### src/rtl/fft_agu.sv
// fft_agu: read/write/twiddle address sequencer for a 512-point in-place radix-2 FFT.
// Define FFT_AGU_STALL_EN to add a `stall` input that freezes the sequence.
module fft_agu #(
  parameter int N_LOG2 = 9,
  parameter int WR_LAT = 4
) (
  input  logic              clk,
  input  logic              reset_n,
  input  logic              start,
`ifdef FFT_AGU_STALL_EN
  input  logic              stall,
`endif
  output logic              busy,
  output logic              done,
  output logic              rd_en,
  output logic [N_LOG2-1:0] rd_addr,
  output logic              phase,
  output logic [N_LOG2-1:0] twiddle_address,
  output logic              wr_en,
  output logic [N_LOG2-1:0] wr_address,
  output logic [3:0]        stage
);

  localparam int         ADDR_W     = N_LOG2;
  localparam int         BF_W       = N_LOG2 - 1;
  localparam int         DLY        = WR_LAT - 1;
  localparam logic [3:0] LAST_STAGE = 4'(N_LOG2 - 1);
  localparam logic [3:0] DRAIN_INIT = 4'(WR_LAT - 1);

  typedef enum logic [1:0] {IDLE, RUN, DRAIN, DONE} state_t;

  function automatic logic [ADDR_W-1:0] rotl(input logic [ADDR_W-1:0] v, input logic [3:0] s);
    logic [2*ADDR_W-1:0] dbl;
    dbl = {v, v} << s;
    return dbl[2*ADDR_W-1:ADDR_W];
  endfunction

  // Keep the top s bits of the butterfly index; stage 0 always uses twiddle 0.
  function automatic logic [ADDR_W-1:0] twiddle_of(input logic [BF_W-1:0] b, input logic [3:0] s);
    logic [BF_W-1:0] mask;
    mask = ~({BF_W{1'b1}} >> s);
    return {1'b0, b & mask};
  endfunction

  state_t                      state_q, state_d;
  logic [3:0]                  stage_q, stage_d;
  logic [BF_W-1:0]             bfly_q, bfly_d, bfly_inc;
  logic                        ph_q, ph_d;
  logic [3:0]                  drain_q, drain_d;
  logic                        rd_vld_q, rd_vld_d;
  logic                        rd_en_q, rd_en_d;
  logic [ADDR_W-1:0]           rd_addr_q, rd_addr_d;
  logic [ADDR_W-1:0]           twid_q, twid_d;
  logic                        busy_q, busy_d;
  logic                        done_q, done_d;
  logic                        wr_en_q, wr_en_d;
  logic [ADDR_W-1:0]           wr_addr_q, wr_addr_d;
  logic [DLY-1:0]              dly_en_q, dly_en_d;
  logic [DLY-1:0][ADDR_W-1:0]  dly_addr_q, dly_addr_d;

  always_comb begin
    state_d   = state_q;
    stage_d   = stage_q;
    bfly_d    = bfly_q;
    ph_d      = ph_q;
    drain_d   = drain_q;
    rd_vld_d  = 1'b0;
    rd_addr_d = rd_addr_q;
    twid_d    = twid_q;
    busy_d    = busy_q;
    done_d    = 1'b0;
    bfly_inc  = bfly_q + 1'b1;

    case (state_q)
      IDLE: begin
        if (start) begin
          state_d   = RUN;
          stage_d   = '0;
          bfly_d    = '0;
          ph_d      = 1'b0;
          rd_vld_d  = 1'b1;
          rd_addr_d = '0;
          twid_d    = '0;
          busy_d    = 1'b1;
        end
      end
      RUN: begin
        if (!ph_q) begin
          ph_d      = 1'b1;
          rd_vld_d  = 1'b1;
          rd_addr_d = rotl({bfly_q, 1'b1}, stage_q);
        end else if (bfly_q != '1) begin
          bfly_d    = bfly_inc;
          ph_d      = 1'b0;
          rd_vld_d  = 1'b1;
          rd_addr_d = rotl({bfly_inc, 1'b0}, stage_q);
          twid_d    = twiddle_of(bfly_inc, stage_q);
        end else begin
          state_d = DRAIN;
          drain_d = DRAIN_INIT;
        end
      end
      // Hold off the next stage until the last write of this one has been presented.
      DRAIN: begin
        if (drain_q != '0) begin
          drain_d = drain_q - 4'd1;
        end else if (stage_q == LAST_STAGE) begin
          state_d = DONE;
          done_d  = 1'b1;
          busy_d  = 1'b0;
        end else begin
          state_d   = RUN;
          stage_d   = stage_q + 4'd1;
          bfly_d    = '0;
          ph_d      = 1'b0;
          rd_vld_d  = 1'b1;
          rd_addr_d = '0;
          twid_d    = '0;
        end
      end
      DONE: begin
        state_d = IDLE;
        stage_d = '0;
      end
      default: state_d = IDLE;
    endcase

    dly_en_d[0]   = rd_vld_q;
    dly_addr_d[0] = rd_addr_q;
    for (int i = 1; i < DLY; i++) begin
      dly_en_d[i]   = dly_en_q[i-1];
      dly_addr_d[i] = dly_addr_q[i-1];
    end
    wr_en_d   = dly_en_q[DLY-1];
    wr_addr_d = dly_addr_q[DLY-1];
    rd_en_d   = rd_vld_d;

`ifdef FFT_AGU_STALL_EN
    // rd_vld_q keeps the held read live so the delay line resumes without a bubble.
    if (stall && state_q != IDLE) begin
      state_d    = state_q;
      stage_d    = stage_q;
      bfly_d     = bfly_q;
      ph_d       = ph_q;
      drain_d    = drain_q;
      rd_vld_d   = rd_vld_q;
      rd_addr_d  = rd_addr_q;
      twid_d     = twid_q;
      busy_d     = busy_q;
      done_d     = done_q;
      dly_en_d   = dly_en_q;
      dly_addr_d = dly_addr_q;
      wr_addr_d  = wr_addr_q;
      rd_en_d    = 1'b0;
      wr_en_d    = 1'b0;
    end
`endif
  end

  always_ff @(posedge clk or negedge reset_n) begin
    if (!reset_n) begin
      state_q    <= IDLE;
      stage_q    <= '0;
      bfly_q     <= '0;
      ph_q       <= 1'b0;
      drain_q    <= '0;
      rd_vld_q   <= 1'b0;
      rd_en_q    <= 1'b0;
      rd_addr_q  <= '0;
      twid_q     <= '0;
      busy_q     <= 1'b0;
      done_q     <= 1'b0;
      wr_en_q    <= 1'b0;
      wr_addr_q  <= '0;
      dly_en_q   <= '0;
      dly_addr_q <= '0;
    end else begin
      state_q    <= state_d;
      stage_q    <= stage_d;
      bfly_q     <= bfly_d;
      ph_q       <= ph_d;
      drain_q    <= drain_d;
      rd_vld_q   <= rd_vld_d;
      rd_en_q    <= rd_en_d;
      rd_addr_q  <= rd_addr_d;
      twid_q     <= twid_d;
      busy_q     <= busy_d;
      done_q     <= done_d;
      wr_en_q    <= wr_en_d;
      wr_addr_q  <= wr_addr_d;
      dly_en_q   <= dly_en_d;
      dly_addr_q <= dly_addr_d;
    end
  end

  assign busy            = busy_q;
  assign done            = done_q;
  assign rd_en           = rd_en_q;
  assign rd_addr         = rd_addr_q;
  assign phase           = ph_q;
  assign twiddle_address = twid_q;
  assign wr_en           = wr_en_q;
  assign wr_address      = wr_addr_q;
  assign stage           = stage_q;

endmodule
### config.mk
export PLATFORM = sky130hd
export DESIGN_NAME = fft_agu
export DESIGN_NICKNAME = d
export VERILOG_FILES = /design/src/rtl/fft_agu.sv
export SDC_FILE = /design/constraint.sdc
export NUM_CORES = 1
export LEC_CHECK = 0
export CAP_MARGIN = 10
export CORE_MARGIN = 4
export CORE_UTILIZATION = 45
export CTS_BUF_LIST = sky130_fd_sc_hd__clkbuf_16
export DETAILED_ROUTE_END_ITERATION = 12
export GPL_ROUTABILITY_DRIVEN = 0
export GPL_TIMING_DRIVEN = 0
export PLACE_DENSITY = 0.65
export SYNTH_ARGS = -nofsm -noshare
export SYNTH_HDL_FRONTEND = slang
export SYNTH_SLANG_ARGS = --single-unit
### constraint.sdc
create_clock -name clk -period 4.6 [get_ports clk]
set_input_delay 0.46 -clock clk [delete_from_list [all_inputs] [get_ports clk]]
set_output_delay 0.46 -clock clk [all_outputs]
set_load 0.01 [all_outputs]
* After elaboration in Yosys (flattened, before gate mapping)
Index checks and enable logic that the tools add are counted.
Cells by class: add/sub/neg operators 3, multiply operators 0, divide/modulo/power cells 0, magnitude comparators 0, equality and inequality tests 14, shift-type cells 3, multiplexer cells 48, bitwise gates (word level) 2, reductions and logical operators 13
Operator list (number):
- 2-to-1 mux 9 bit | 7
- one-hot mux 9 bit (3 select lines) | 2
- 2-to-1 mux 8 bit | 5
- << shifter 18 x 4 -> 18 bit | 2
- 2-to-1 mux 4 bit | 6
- one-hot mux 8 bit (3 select lines) | 1
- AND reduction 4 bit | 5
- 2-to-1 mux 1 bit | 16
- != test 2 bit (second input constant) | 8
- one-hot mux 4 bit (3 select lines) | 1
- 2-to-1 mux 2 bit | 5
- adder 8 x 1 -> 8 bit (second input constant) | 1
- AND 8 bit | 1
- != test 8 bit (second input constant) | 1
- inverter 8 bit | 1
- one-hot mux 2 bit (4 select lines) | 1
- one-hot mux 4 bit (2 select lines) | 1
- >> shifter 8 x 4 -> 8 bit (first input constant) | 1
- one-hot mux 1 bit (3 select lines) | 2
- AND reduction 6 bit | 1
- nonzero test 3 bit | 2
- AND reduction 5 bit | 1
- adder 4 x 1 -> 4 bit (second input constant) | 1
- == test 2 bit (second input constant) | 2
- 8 further kinds | 9
Storage, ports and cells: register bits after elaboration 80, latch bits 0, bits in writable memories 0, memory bits (read-only) 0, input port bits 3, output and inout port bits 36, word-level logic and storage cells 99, memories 0

* Logic depth before layout (Yosys ltp)
Gate-level depths: netlist (run 1).
depth after elaboration 6, gate-level depth with buffers 13, mapped depth without buffers 8

* Worst setup path after synthesis (run 1)
No wires, ideal clock.
kind register to register, start point register stage_q[1], in the netlist stage[1], end point register twid_q[0], in the netlist twiddle_address[0], setup time 0.104 ns, arrival time 2.324 ns, required time 4.496 ns, slack 2.173 ns, stages on the path, launching flop included 14, path buffers 5, clock period less this slack 2.427 ns, path through dfrtp_1 clkbuf_1 inv_1 clkbuf_1 ha_1 nand3b_1 and3_1 buf_4 nor2_1 or2_1 buf_4 buf_2 nand2_1 o41ai_2
Between the ends: longest elaborated chain between the ends 6, elaborated cells between the ends (all ways) 9, those cells by class 2 x eq/ne; 1 x shift; 3 x mux; 2 x bitwise; 1 x reduce/logical
RTL lines:
- start: declaration | RTL line 46 | logic [3:0] stage_q, stage_d;
- start signal: assignment | RTL line 179 | stage_q <= stage_d;
- >> shifter 8 x 4 -> 8 bit | RTL line 41 | mask = ~({BF_W{1'b1}} >> s);
- inverter 8 bit | RTL line 41
- AND 8 bit | RTL line 42 | return {1'b0, b & mask};
- 2-to-1 mux 9 bit | RTL line 92 | end else if (bfly_q != '1) begin
- 2-to-1 mux 9 bit | RTL line 88 | if (!ph_q) begin
- one-hot mux 9 bit (3 select lines) | RTL line 74 | case (state_q)
- end signal: assignment | RTL line 186 | twid_q <= twid_d;
- end: declaration | RTL line 53 | logic [ADDR_W-1:0] twid_q, twid_d;
Several ways; a longest one is shown, not always the timed one. The select of a mux whose other input is x is not followed. A chain may end at the register's enable or synchronous reset.

* Worst setup path after layout (run 1)
start point register stage_q[1], in the netlist stage[1], end point register twid_q[3], in the netlist twiddle_address[3]
Same word-level chain as after synthesis.

==> results of run 1 <==
==> metal layers <==
layer	vias to the layer above	part of all wire	global-route usage
li1	1464	-	-
met1	1531	0.47	0.290
met2	129	0.44	0.285
met3	17	0.071	0.0434
met4	0	0.018	0.0685
met5	-	0	0
==> flip-flops by register name (all words and copies together), names as in the netlist <==
name / cells
twiddle_address: 8
wr_addr_d: 9
rd_addr: 9
phase: 1
busy: 1
done: 1
dly_addr_d: 18
wr_address: 9
rd_en: 1
wr_en: 1
stage: 4
drain_q: 4
state_q: 2
dly_en_q: 3
bfly_q: 8
==> how the worst min path moves through the flow <==
stage | from | end | slack, ns
after global placement | wr_addr_d[0] | wr_address[0] | 0.33
after global routing | reset_n | drain_q[1] | 0.04
final | reset_n | drain_q[1] | 0.02
after floorplan | reset_n | bfly_q[0] | 0.16
after detailed placement | dly_addr_d[12] | dly_addr_d[21] | 0.33
after CTS | reset_n | drain_q[1] | 0.02
==> worst max-delay path: cells and delay by family (launching register included) <==
kind,cells,cell delay (ns)
buf+inv,6,1.37
simple gates,5,0.81
flops,1,0.41
fa+ha+maj,1,0.33
compound gates,1,0.05
==> cells in the mapped netlist, types with 4 or more instances <==
library cell and count:
nor3_1 7, clkbuf_1 8, dfrtp_1 79, ha_1 7, o21a_1 5, o21ai_0 11
nor2b_1 5, nor2_1 26, nand3_1 10, nand2b_1 4, xor2_1 9, or3_1 8
a21o_1 5, o31ai_1 5, a31oi_1 5, nand2_1 41, buf_2 7, inv_1 8
o21ai_1 10, buf_4 18, a21oi_1 14, o41ai_2 4, and3_1 4, a211oi_1 4
==> through the flow <==
| step | hold WS, ns | instances | util |
|---|---|---|---|
| global placement | 0.332 | 521 | 0.531 |
| floorplan | 0.164 | 379 | - |
| global route | 0.0350 | 538 | 0.571 |
| finish | 0.0164 | 538 | 0.571 |
| detailed placement | 0.335 | 522 | 0.534 |
| CTS | 0.0211 | 538 | 0.571 |
==> cell families (layout without fill, tap and decap cells) <==
kind of cell	count (synthesis)	count (layout)	share of synthesized area
DFF	79	79	0.504
AOI/OAI and AO/OA	102	102	0.199
buffers and inverters	46	100	0.0654
xor gates and xnor gates	12	12	0.0268
muxes	8	8	0.0249
adders and majority gates	7	7	0.0223
other	1	1	0.000956
and+or+nand+nor	124	124	0.157
==> cell type report <==
type                       instances  area share
inverter                          10     0.00788
timing repair buffer              38      0.0830
buffer                            36      0.0460
clock inverter                     7      0.0186
clock buffer                       9      0.0473
multi-input combinational        254       0.355
sequential                        79       0.415
tap                              105      0.0276
==> report_power, final <==
| group | switching [uW] | internal (uW) |
|---|---|---|
| sequential | 79.0 | 849 |
| clock | 309 | 431 |
| combinational | 516 | 368 |
==> out/qor.yml, run 1 <==
viasPerCell: 5.84
place_ws_ns: 1.62
setup_tns_ns: 0
core_area_um2: 8340
reg2regPathDepth: 13
syn_inst: 379
postRouteAntennaNets: 0
cp-endpoint: "twiddle_address[3]"
wl_um: 9270
setup_viol: 0
cts_buffers: 9
design_area_um2: 4760
skew_ns: 0.00735
multiInputGateArea_um2: 1690
ys_seq_area_frac: 0.504
r2r_start: "stage[1]"
yosysUniqueCellTypes: 72
wl_per_cell_um: 17.2
synth_top_area_cell: "dfrtp_1"
yosysWarnings: 0
synth_top_area_frac: 0.504
timing.final.ws_setup_ns: 1.52
row_count: 33
grt_pass1_wl_um: 15800
cts_hold_buf: 0
hold_class: "input port to asynchronous set/reset pin"
max_clock_freq_mhz: 325
worst_path_largest_cell_delay_ns: 0.44
clkSinkCount: 79
status: "finished clean"
finalCriticalPeriod_ns: 3.08
start_kind: "register"
syn_avg_cell_area_um2: 10.4
synth_area_leaders: "dfrtp_1 50%, nand2_1 3.9%, buf_4 3.4%"
dp_hpwl_um: 6540
fin_nets: 438
antennaDiodeCount: 0
rsz0062_at_grt: "false"
power.density_nw_per_um2: 536
synth_edf_count: 0
grt_antenna_before_repair: 0
start_util: 0.470
required_ns: 4.84
place_area_um2: 4450
arrival_ns: 3.32
irDropWorstVdd_mv: 0.261
postCtsSetupRepairBufs: 0
overflow: 0
cts_root_buffer: "clkbuf_16"
path_clk_slew_ns: 0.06
chipHeight_um: 101
drcViolationCount: 0
regArea_um2: 1980
io_pins: 39
leakagePower_uw: 0.00212
clk_path_buf_depth: 2
final_cell_mix: "79 x dfrtp_1, 41 x nand2_1, 36 x clkdlybuf4s50_1"
crit_fanout: 10
syn-num-nets: 389
crit_type: "register to register"
die_x_um: 101
cp_slowest_cell: "clkbuf_1"
async_reset_ff_frac: 1.00
area_delta_synth_final_pct: 21.4
grt_pass1_vias: 3072
cts_max_level: 3
critPathCaptureType: "register"
grt_usage: 0.196
drv_slew: 0
grt_max_degree: 59
final_layout_size_suffix_gt1_frac: 0.150
fillers: 740
synth_area_um2: 3920
cts.repair.resized: 0
rrSetupSlack_ns: 1.52
yosys_most_used_dff: "dfrtp_1"
final_common_cell: "dfrtp_1"
synth-seq-cells: 79
finalPower_uw: 2550
tightest_slew_ns: 0.649
cts_tree: "built"
insertion_delay_ns: 0.34
maxCapViolations: 0
vias: 3141
hold_viol: 0
crit_path_start: "stage[1]"
relSlewSlack: 0.564
path_cells: "clkbuf_1 -> inv_1 -> clkbuf_1 -> ha_1 -> nand3b_1 -> and3_1 -> buf_4 -> nor2_1 -> or2_1 -> buf_4 -> buf_2 -> nand2_1 -> o41ai_2"
worstReg2RegEnd: "twiddle_address[3]"
initialDrtViolationCount: 269
fin_crit_sh: 0.670
port-buffer-count: 37
die-area_um2: 10300
first_pass_iters: 5
Note: power is estimated with default switching activity, not from simulation.
==> run 2, diff against run 1 <==
- clock period: 4.6 -> 2.84 ns (I/O delays scaled with it)
==> out/qor.yml, run 2 (synthesis gave the netlist of run 1 again) <==
first_pass_iters: 5  # unchanged
fillers: 729  # -1.5%
cts_buffers: 9  # unchanged
power.density_nw_per_um2: 863  # +61%
final_cell_mix: "79 x dfrtp_1, 41 x nand2_1, 36 x clkdlybuf4s50_1"
grt_max_degree: 59  # unchanged
clkSinkCount: 79  # unchanged
critPathCaptureType: "register"
drcViolationCount: 0  # unchanged
required_ns: 3.08  # -1.76 ns
port-buffer-count: 37  # unchanged
row_count: 33  # unchanged
grt_usage: 0.196  # -0.000580
clk_path_buf_depth: 2  # unchanged
leakagePower_uw: 0.00213  # +0.61%
whs_ns: 0.344  # +0.328 ns
antennaDiodeCount: 0  # unchanged
overflow: 0  # unchanged
grt-busiest-layer: "met1"
grt_pass1_vias: 3045  # -0.88%
fin_crit_sh: 0.922  # +0.252
finalCriticalPeriod_ns: 2.62  # -0.463 ns
vias: 3152  # +0.35%
grt_use_met2: 0.286  # +0.00151
io_pins: 39  # unchanged
tightest_slew_ns: 0.597  # -0.0523 ns
start_util: 0.470  # unchanged
hold_viol: 0  # unchanged
initialDrtViolationCount: 264  # -1.9%
cts_tree: "built"
arrival_ns: 2.86  # -0.46 ns
viasPerCell: 5.85  # +0.16%
postRouteAntennaNets: 0  # unchanged
cts_max_level: 3  # unchanged
die_x_um: 101  # unchanged
wl_per_cell_um: 17.3  # +0.32%
drv_slew: 0  # unchanged
grt_antenna_before_repair: 0  # unchanged
relSlewSlack: 0.599  # +0.0351
hold_class: "register to register"
use_met1: 0.288  # -0.00176
area_delta_synth_final_pct: 22.1
maxCapViolations: 0  # unchanged
wl_um: 9320  # +0.51%
die-area_um2: 10300  # unchanged
core_area_um2: 8340  # unchanged
fin_nets: 439  # +0.23%
start_kind: "register"
dp.cells: 522  # unchanged
rrSetupSlack_ns: 0.22  # -1.30 ns
path_clk_slew_ns: 0.07  # about the same
cts_root_buffer: "clkbuf_16"
use_met3: 0.0420  # -0.00138
utilization: 0.574  # +0.00300
insertion_delay_ns: 0.34  # about the same
final_layout_size_suffix_gt1_frac: 0.159  # +0.00887
irDropWorstVdd_mv: 0.428  # +64%
crit_type: "register to register"
setup_viol: 0  # unchanged
max_clock_freq_mhz: 382  # +18%
status: "finished clean"
rsz0062_at_grt: "false"
final_common_cell: "dfrtp_1"
grt_pass1_wl_um: 15800  # -0.44%
skew_ns: 0.00655  # -0.000803 ns
instances_no_fill: 539  # +0.19%
dp_hpwl_um: 6540  # unchanged
chipHeight_um: 101  # unchanged
largest_register_ffs: 18  # unchanged
crit_fanout: 16  # +6
==> run 2: layout make-up <==
cell class                      count  area (um^2)  share of cell area
Buffer                             33          208              0.0434
Clock buffer                        9          225              0.0470
Clock inverter                      7         88.8              0.0185
Inverter                           10         41.3             0.00862
Multi-Input combinational cell    254         1690               0.353
Sequential cell                    79         1980               0.413
Tap cell                          105          131              0.0274
Timing Repair Buffer               42          428              0.0893
==> run 2: timing repair <==
item,CTS,global route
buffers inserted,0,3
hold buffers,1,0
endpoints found under the hold margin,21,0
gates resized for setup,0,1
endpoints found under the setup margin,14,12
cloned,0,0
==> run 2: power breakdown <==
group / internal (uW) / total, uW / switching, uW
sequential: 1380 / 1500 / 127
clock: 699 / 1200 / 500
combinational: 597 / 1430 / 834
==> run 2: path summary, 6_finish.rpt <==
kind,start,endpoint,cells past startpoint
min in group asynchronous,reset_n,drain_q[1],2
worst max register to register,stage[0],twiddle_address[3],11
worst max-delay path,stage[0],twiddle_address[3],11
worst min-delay path,dly_addr_d[22],wr_addr_d[4],0
worst min register to register,dly_addr_d[22],wr_addr_d[4],0
max in group asynchronous,reset_n,dly_addr_d[13],3
==> run 2: worst max-delay path, cell delays in order (launching register included) <==
cell,delay (ns)
dfrtp_1,0.47
inv_2,0.32
ha_1,0.29
nand3b_1,0.17
and3_1,0.20
buf_4,0.15
nor2_1,0.19
or2_1,0.14
buf_4,0.18
buf_2,0.25
nand2_1,0.10
o41ai_2,0.05
==> run 2: through the flow <==
stage	TNS (ns)	setup slack (ns)	power [uW]	area (um^2)
5_1_grt	0	0.0734	4380	4790
2_1_floorplan	0	0.413	2450	3920
6_report	0	0.222	4130	4790
4_1_cts	0	0.0732	4150	4770
3_5_place_dp	-1.28	-0.144	2940	4450
3_3_place_gp	-95.55	-1.21	2900	4430
==> run 2: layer usage <==
metal / vias up / part of all wire
li1: 1458 / -
met1: 1542 / 0.47
met5: - / 0
met2: 138 / 0.45
met3: 14 / 0.072
met4: 0 / 0.014
